===== src/rtl/led_pkg.sv =====
// ============================================================================
// led_pkg
// Shared mode encoding for the LED pattern generator and its channels.
// Revision: 1.0
// ============================================================================
`default_nettype none

package led_pkg;

  localparam int MODE_W = 2;

  // Channel operating mode as written through the configuration port
  typedef enum logic [MODE_W-1:0] {
    MODE_OFF   = 2'd0,
    MODE_ON    = 2'd1,
    MODE_PWM   = 2'd2,
    MODE_BURST = 2'd3
  } mode_t;

endpackage

`default_nettype wire


===== src/rtl/led_channel.sv =====
// ============================================================================
// led_channel
// One LED channel: holds mode/duty/burst count and produces a registered
// LED drive from the shared period counter.
// Revision: 1.0
// ============================================================================
`default_nettype none

module led_channel
  import led_pkg::*;
#(
  parameter int CNT_W        = 5,
  parameter int BURST_W      = 4,
  parameter int DEFAULT_DUTY = 16
) (
  input  logic               clk,
  input  logic               i_reset,
  input  logic [CNT_W-1:0]   i_cnt,
  input  logic               i_wrap,
  input  logic               i_wr_en,
  input  logic [MODE_W-1:0]  i_wr_mode,
  input  logic [CNT_W-1:0]   i_wr_duty,
  input  logic [BURST_W-1:0] i_wr_bursts,
  output logic               o_led,
  output logic               o_busy
);

  mode_t              mode;
  logic [CNT_W-1:0]   duty;
  logic [BURST_W-1:0] remaining;
  mode_t              wr_mode;

  assign wr_mode = mode_t'(i_wr_mode);

  // Configuration state, burst countdown and registered LED drive
  always_ff @(posedge clk) begin
    if (i_reset) begin
      mode      <= MODE_PWM;
      duty      <= CNT_W'(DEFAULT_DUTY);
      remaining <= '0;
      o_led     <= 1'b0;
    end else begin
      // LED output is computed from the state present before this edge
      case (mode)
        MODE_OFF: o_led <= 1'b0;
        MODE_ON:  o_led <= 1'b1;
        default:  o_led <= (i_cnt < duty);
      endcase

      // A write always takes priority over the wrap decrement
      if (i_wr_en) begin
        duty <= i_wr_duty;
        if (wr_mode == MODE_BURST && i_wr_bursts == '0) begin
          mode      <= MODE_OFF;
          remaining <= '0;
        end else begin
          mode      <= wr_mode;
          remaining <= i_wr_bursts;
        end
      end else if (i_wrap && mode == MODE_BURST) begin
        remaining <= remaining - BURST_W'(1);
        if (remaining == BURST_W'(1)) begin
          mode <= MODE_OFF;
        end
      end
    end
  end

  assign o_busy = (mode == MODE_BURST) && (remaining != '0);

endmodule

`default_nettype wire


===== src/rtl/led_pattern_gen.sv =====
// ============================================================================
// led_pattern_gen
// Multi-channel LED pattern generator: shared prescaler and period counter
// feeding N_CH independently configurable OFF/ON/PWM/BURST channels.
// Revision: 1.0
// ============================================================================
`default_nettype none

module led_pattern_gen
  import led_pkg::*;
#(
  parameter int N_CH         = 4,
  parameter int CNT_W        = 5,
  parameter int PRESCALE     = 1,
  parameter int DEFAULT_DUTY = 16,
  parameter int BURST_W      = 4,
  localparam int CH_W        = (N_CH > 1) ? $clog2(N_CH) : 1
) (
  input  logic               clk,
  input  logic               i_reset,
  input  logic               i_wr_en,
  input  logic [CH_W-1:0]    i_wr_ch,
  input  logic [MODE_W-1:0]  i_wr_mode,
  input  logic [CNT_W-1:0]   i_wr_duty,
  input  logic [BURST_W-1:0] i_wr_bursts,
  output logic [N_CH-1:0]    o_led,
  output logic [N_CH-1:0]    o_busy,
  output logic               o_period_start
);

  localparam int PRESC_W = (PRESCALE > 1) ? $clog2(PRESCALE) : 1;

  logic [PRESC_W-1:0] presc;
  logic [CNT_W-1:0]   cnt;
  logic               tick;
  logic               wrap;

  assign tick = (presc == PRESC_W'(PRESCALE - 1));
  assign wrap = tick && (cnt == '1);

  // Prescaler, free-running period counter and wrap pulse
  always_ff @(posedge clk) begin
    if (i_reset) begin
      presc          <= '0;
      cnt            <= '0;
      o_period_start <= 1'b0;
    end else begin
      presc          <= tick ? '0 : presc + PRESC_W'(1);
      o_period_start <= wrap;
      if (tick) begin
        cnt <= cnt + CNT_W'(1);
      end
    end
  end

  // One channel per LED; out-of-range channel numbers decode to no channel
  for (genvar g = 0; g < N_CH; g++) begin : g_ch
    logic wr_hit;
    assign wr_hit = i_wr_en && (i_wr_ch == CH_W'(g));

    led_channel #(
      .CNT_W        (CNT_W),
      .BURST_W      (BURST_W),
      .DEFAULT_DUTY (DEFAULT_DUTY)
    ) u_ch (
      .clk         (clk),
      .i_reset     (i_reset),
      .i_cnt       (cnt),
      .i_wrap      (wrap),
      .i_wr_en     (wr_hit),
      .i_wr_mode   (i_wr_mode),
      .i_wr_duty   (i_wr_duty),
      .i_wr_bursts (i_wr_bursts),
      .o_led       (o_led[g]),
      .o_busy      (o_busy[g])
    );
  end

endmodule

`default_nettype wire

===== config.mk =====
export PLATFORM = sky130hd
export DESIGN_NAME = led_pattern_gen
export DESIGN_NICKNAME = d
export VERILOG_FILES = /design/src/rtl/led_pkg.sv /design/src/rtl/led_channel.sv /design/src/rtl/led_pattern_gen.sv
export SDC_FILE = /design/constraint.sdc
export NUM_CORES = 1
export LEC_CHECK = 0
export BUFFER_PORTS_ARGS = -buffer_cell sky130_fd_sc_hd__clkbuf_2
export CAP_MARGIN = 20
export CORE_ASPECT_RATIO = 1.2
export CORE_UTILIZATION = 54
export CTS_BUF_LIST = sky130_fd_sc_hd__clkbuf_16
export CTS_CLUSTER_SIZE = 16
export DETAILED_ROUTE_END_ITERATION = 6
export GPL_TIMING_DRIVEN = 0
export PLACE_DENSITY = 0.85
export SLEW_MARGIN = 40
export SYNTH_ARGS = -nofsm -noshare
export SYNTH_HDL_FRONTEND = slang
export SYNTH_SLANG_ARGS = --single-unit

===== constraint.sdc =====
create_clock -name clk -period 1.66 [get_ports clk]
set_input_delay 0 -clock clk [delete_from_list [all_inputs] [get_ports clk]]
set_output_delay 0 -clock clk [all_outputs]
set_load 0.005 [all_outputs]

==> results by group, run 1 <==
STA
  – Fin crit share: 107%
  – Hold slack: ~4.8 ps
  – Slew Limit Fails: 0
  – Slew headroom: between 50% and 60%
  – RSZ-0062 raised after global routing: yes
  – Final setup margin: -121 ps
  – Fin crit period: around 1800 ps
  – Total negative setup slack: -1330 ps
  – Setup Skew: ~4.7 ps
  – Fmax: 562 MHz
  – Setup violations, final: 19
  – Actual slew at the worst max-slew pin: just under 700 ps
  – Hold Vio Cnt, Final: 0

Yosys
  – Synth cell count leaders: 59 x nand2_1, 55 x dfxtp_1, 37 x nor2_1
  – Xor/xnor share of the synthesized area: 3.19%
  – Mapped cell area: about 0.0030 sq mm
  – Mux cell area share after synthesis: less than 1%
  – Async SR Flop Fraction: 0%
  – #FFs+latches synth: between 50 and 60
  – Post-synth EDFFs: 0
  – Syn Nets: 400
  – Top cells by area, synth: dfxtp_1 36%, ha_1 11%, nand2_1 7.3%, nor2_1 4.6%, a21oi_1 4.0%
  – Largest family of logic cells by synthesized area: simple AND/OR/NAND/NOR gates
  – Compound-gate portion of the synthesized area: between 15 and 20%
  – Post-synthesis instance total: about 360
  – Count leader, synth: nand2_1
  – Simple-Gate Fraction of Synth Area: roughly a quarter
  – Avg Cell Area, Syn: approximately 8.4 sq um
  – Synth top area share: between 30% and 40%
  – Post-Synth Adder-Cell Area: 10.8%
  – Post-synthesis sequential area ratio: between 30% and 40%
  – Predominant post-synthesis flop cell: dfxtp_1
  – Synth area leader: dfxtp_1
  – Yosys warnings: 0
  – Cell variety after synth: 48

Cells and area
  – Layout area overhead: 22.0%
  – Share of cells above drive strength 1: 24.6%
  – Antenna cell count: 0
  – Nets@finish: roughly 440
  – Final Cell Area: 0.00368 sq mm

Clock tree
  – Root buffer selected by CTS: clkbuf_16
  – H-tree levels: 2
  – CTS tree: yes
  – CTS Buf Count: 5
  – # clock sinks: 55
  – Clock insertion delay at the later pin of the skew report: approximately 290 ps
  – Max clock buf depth: 2
  – Reg clk slew, reported paths: about 70 ps

Setup path
  – Critical path type: reg -> reg
  – Worst setup SP type: register
  – Crit path from: cnt[0]$_SDFFE_PP0N_
  – CP max FO: 4
  – Worst endpoint required time: ~1800 ps
  – Arr. time, crit path: ~1900 ps
  – Worst setup EP type: register
  – RR Startpoint: cnt[0]$_SDFFE_PP0N_
  – Slowest Stage Delay on Critical Path: 360 ps
  – Most common cell on crit path: ha_4
  – Critical-path top delay cell: dfxtp_4
  – Worst path cell trace: ha_4 -> and3_4 -> ha_4 -> buf_12 -> and4b_2 -> nand3_2 -> a31oi_1 -> o21ai_1

GRT
  – Largest net degree at the start of global routing: 16
  – Total grt overflow: 0
  – Initial antenna violation count: 0
  – GRT Total Usage: 28.6%
  – Vias in the first global route: ~2,900
  – First-pass GRT wire length: 13,000 microns

Detailed routing
  – Wire length per cell: between 15 and 20 microns
  – Routed WL: between 8000 and 9000 microns
  – DR vias: about 2,800
  – Iter 0 DRT Violations: 306
  – Drt drc: 0
  – DRT antenna net count: 0
  – Via/cell ratio: between 6 and 7
  – Drt pass-1 iters: 4

Power and ir drop
  – Leak: 1.46 nW
  – Max VDD drop: about 0.00056 V
  – Pwr Density: about 770 mW/mm^2
  – Total power: roughly 2.9 mW

Min path
  – HP Class: in -> reg
  – Min-delay src: i_wr_duty[1]

Die
  – Die Area: 0.00589 sq mm
  – IO Count: 25
  – Die width: approximately 70 microns
  – Die Ht: 83.9 microns
  – Core area: 0.00533 sq mm
  – Row cnt: 29
  – Initial Util: a little under three fifths

Place
  – Post-DP HPWL: 5170 microns
  – Placed cell area: approximately 0.0032 sq mm
  – Place WS: -270 ps
  – Placer Congestion: approximately 0.84
  – Port bufs: 22

Status
  – Status: finished, violations left
  – Failing checks: setup timing

Run
  – MaxCap Viol Count: 0
-- final cells by class --
cell class	instances	area, sq um
buffer	24	139
clock buffer	5	125
clock inverter	3	12.5
fill	409	1650
inverter	29	109
multi-input combinational	250	1860
sequential	55	1110
tap	62	77.6
timing repair buffer	36	244
-- final timing paths --
| path | to | slack, ps | cells past startpoint |
|---|---|---|---|
| setup / recovery | g_ch[3].u_ch.mode[1]$_SDFFE_PP1P_ | -120 | 8 |
| hold / removal | g_ch[1].u_ch.duty[1]$_SDFFE_PP0P_ | 5 | 3 |
| setup reg to reg | g_ch[3].u_ch.mode[1]$_SDFFE_PP1P_ | -120 | 8 |
| hold reg to reg | g_ch[2].u_ch.duty[0]$_SDFFE_PP0P_ | 460 | 2 |
-- cells by family after synthesis --
kind of cell,count (synthesis)
AND/OR/NAND/NOR,140
AO/OA/AOI/OAI,70
XOR/XNOR,11
other,1
flip-flops,55
multiplexers,2
adder cells (fa/ha/maj),26
buffers and inverters,53
-- registers in the layout, indices dropped and copies added (netlist names) --
signal	flops
g_ch.u_ch.duty	20
g_ch.u_ch.remaining	16
g_ch.u_ch.mode	8
cnt	5
g_ch.u_ch.o_led	4
o_period_start	1
presc	1
-- where the power goes --
group / internal (mW) / switching, mW
logic: 0.174 / 0.225
clock network: 0.547 / 0.469
registers: 1.38 / 0.0590
-- stage by stage --
| stage | util, % | instances |
|---|---|---|
| floorplan | - | 358 |
| global placement | 60.4 | 442 |
| detailed placement | 60.4 | 442 |
| CTS | 66.9 | 461 |
| global route | 69.0 | 464 |
| finish | 69.0 | 464 |
-- what timing repair did --
action,CTS,global route
pin swaps,14,20
endpoints found under the hold margin,7,0
setup buffers,9,4
hold buffers,2,0
setup endpoints to repair,24,25
resized for setup,25,22
-- layer usage --
metal / global-route usage (%) / up-vias / wire length, microns
met1: 31.0 / 1361 / 3080
met4: 17.8 / 0 / 357
met5: 0 / - / 0
met3: 5.56 / 34 / 437
li1: - / 1313 / -
met2: 50.0 / 121 / 4260
-- critical path, delay by kind of cell (launching register included) --
family                     cells  cell delay (ps)
DFF                            1              360
adders and majority gates      2              300
and+or+nand+nor                3              580
AOI/OAI and AO/OA              2              270
buffers and inverters          1              120
-- layout by cell type, fill, tap and decap left out, types with 3 or more instances in the layout --
master and instances:
a2111oi_2 3, a211oi_1 3, a211oi_2 5, a21oi_1 23
a311oi_2 3, a31oi_1 4, and4b_2 4, buf_2 3
buf_4 16, buf_6 5, clkbuf_1 9, clkbuf_16 5
clkbuf_2 22, dfxtp_1 51, ha_1 24, inv_1 31
nand2_1 55, nand2_2 4, nand2b_1 4, nand3_2 4
nand4_1 3, nand4b_4 4, nor2_1 36, nor3_1 8
nor4_4 4, o21ai_0 4, o21ai_1 11, o31ai_1 4
xnor2_1 4, xor2_1 6
Note: power is estimated with default switching activity, not from simulation.
==> run 2, diff against run 1 <==
--- a/config.mk
+++ b/config.mk
@@ -18,3 +18,4 @@
 export SYNTH_ARGS = -nofsm -noshare
 export SYNTH_HDL_FRONTEND = slang
 export SYNTH_SLANG_ARGS = --single-unit
+export TNS_END_PERCENT = 10
==> constraint.sdc (replaced) <==
create_clock -name clk -period 1.6 [get_ports clk]
set_input_delay 0 -clock clk [delete_from_list [all_inputs] [get_ports clk]]
set_output_delay 0 -clock clk [all_outputs]
set_load 0.005 [all_outputs]
==> run 2 against run 1 <==
Compared with the run above:
- the run still ends with setup timing left
- count of clock-buffer cells in the layout unchanged
- critical path type unchanged
- non-clock buffer count fell by 6
- cell count down 1.7%
- routed wire length is 10% lower
- largest cell class unchanged
- worst hold slack improved by 3.3 ps
- power rose by 0.97%
- clock skew shrank 1.7 ps
- critical path depth did not move
==> results by group, run 2 (synthesis gave the netlist of run 1 again) <==
Clock tree
  – Root buffer selected by CTS: clkbuf_16
  – H-tree levels: 2
  – Reg clk slew, reported paths: 60 ps
  – Max clock buf depth: 2
  – Clock insertion delay at the later pin of the skew report: slightly below 300 ps
  – # clock sinks: 55
  – CTS Buf Count: 5
  – CTS tree: yes

Setup path
  – Arr. time, crit path: between 1500 and 2000 ps
  – Worst path buffer plus inverter count: 1
  – Critical-path top delay cell: dfxtp_4
  – Worst endpoint required time: approximately 1800 ps
  – Critical path's top delay family: simple AND/OR/NAND/NOR gates
  – CP max FO: 5
  – Worst path cell trace: ha_4 -> and3_4 -> ha_4 -> buf_12 -> and4b_1 -> nand3_1 -> a31oi_1 -> o21ai_1
  – Critical path type: reg -> reg
  – Worst setup SP type: register
  – Most common cell on crit path: ha_4
  – Worst setup EP type: register
  – Slowest Stage Delay on Critical Path: 360 ps

GRT
  – GRT Total Usage: ~26%
  – Initial antenna violation count: 0
  – Total grt overflow: 0
  – First-pass GRT wire length: 11,900 microns
  – Largest net degree at the start of global routing: 15
  – Vias in the first global route: about 2,600

Detailed routing
  – Iter 0 DRT Violations: approximately 170
  – Wire length per cell: about 16 microns
  – Drt pass-1 iters: 5
  – DR vias: approximately 2,700
  – Via/cell ratio: roughly 5.8
  – Routed WL: approximately 7300 microns
  – DRT antenna net count: 0
  – Drt drc: 0

Die
  – Die Ht: roughly 84 microns
  – Die Area: 0.00589 sq mm
  – Die width: approximately 70 microns
  – IO Count: 25
  – Initial Util: 56.6%
  – Row cnt: 29
  – Core area: about 0.0053 sq mm

STA
  – Slew headroom: a little under three fifths
  – Fin crit period: roughly 1800 ps
  – RSZ-0062 raised after global routing: yes
  – Fmax: ~560 MHz
  – Actual slew at the worst max-slew pin: between 600 and 700 ps
  – Setup violations, final: 18
  – Final setup margin: -182 ps
  – Slew Limit Fails: 0
  – Fin crit share: 111%
  – Setup Skew: roughly 2.9 ps
  – Hold slack: roughly 8 ps
  – Hold Vio Cnt, Final: 0

Power and ir drop
  – Max VDD drop: 0.000442 V
  – Total power: around 2.9 mW
  – Pwr Density: just over 800 mW/mm^2
  – Leak: about 1.4 nW

Status
  – Status: finished, violations left
  – Failing checks: setup timing

Cells and area
  – Antenna cell count: 0
  – Top flop regs: g_ch.u_ch.duty (20), g_ch.u_ch.remaining (16), g_ch.u_ch.mode (8)
  – Commonest non-fill, non-tap cell in the layout: nand2_1
  – Final std cells w/o fill: around 460
  – Layout area overhead: 17.9%
  – Most frequent cells in the layout: 59 x nand2_1, 51 x dfxtp_1, 36 x nor2_1
  – Share of cells above drive strength 1: approximately 20%
  – Nets@finish: 437
  – Max reg flops: 20
  – Largest Register: g_ch.u_ch.duty
  – Final Cell Area: about 0.0036 sq mm

Place
  – Placer Congestion: ~0.84
  – Place WS: -248 ps
  – Cells after DPL: ~440
  – Port bufs: 22
  – Post-DP HPWL: just under 5000 microns
  – Placed cell area: 0.00322 sq mm

Run
  – MaxCap Viol Count: 0

Min path
  – HP Class: in -> reg
## run 2: per-layer routing
metal / part of all wire, % / track usage [%] / vias to the layer above
met5: 0 / 0 / -
met4: 2.7 / 9.82 / 0
met3: 5.7 / 5.68 / 21
met2: 51 / 43.8 / 94
met1: 41 / 30.9 / 1251
li1: - / - / 1298
## run 2: report_power, final
part | internal (mW) | switching [mW]
Combinational | 0.169 | 0.216
Clock | 0.557 | 0.445
Sequential | 1.43 | 0.0615
## run 2: layout make-up
type                    instances  area (sq um)
clock inverters                 1          3.75
multi-input cells             250          1800
well taps                      62          77.6
fillers                       409          1780
plain buffers                  24           139
flip-flops and latches         55          1110
inverters                      29           109
clock buffers                   5           125
repair buffers                 30           193
## run 2: per-stage QoR
stage                     util (%)  TNS (ps)
after floorplan                  -         0
after global placement        60.4     -2520
after detailed placement      60.4     -3430
after CTS                     65.3     -1340
after global routing          66.7     -3080
final                         66.7     -1510
## run 2: repair_timing
action                     in CTS  in global routing
resized for setup              16                 12
hold endpoints to repair        4                  0
buffers inserted                5                  2
hold buffers                    1                  0
pin swaps                      16                 13
setup endpoints to repair      24                 26
## run 2: final timing paths
check | startpoint | endpoint | slack [ps] | cells past startpoint
max | cnt[1]$_SDFFE_PP0N_ | g_ch[2].u_ch.mode[1]$_SDFFE_PP1P_ | -180 | 8
min | i_wr_duty[0] | g_ch[1].u_ch.duty[0]$_SDFFE_PP0P_ | 8 | 3
max reg2reg | cnt[1]$_SDFFE_PP0N_ | g_ch[2].u_ch.mode[1]$_SDFFE_PP1P_ | -180 | 8
min reg2reg | g_ch[1].u_ch.duty[2]$_SDFFE_PP0P_ | g_ch[1].u_ch.duty[2]$_SDFFE_PP0P_ | 460 | 2
## run 2: worst reg2reg max path: cells and delay by family, from the launching register on
family                   cells  cell delay [ps]
AO/OA/AOI/OAI                2              280
buffers and inverters        1              130
AND/OR/NAND/NOR              3              570
flip-flops                   1              360
adder cells (fa/ha/maj)      2              310
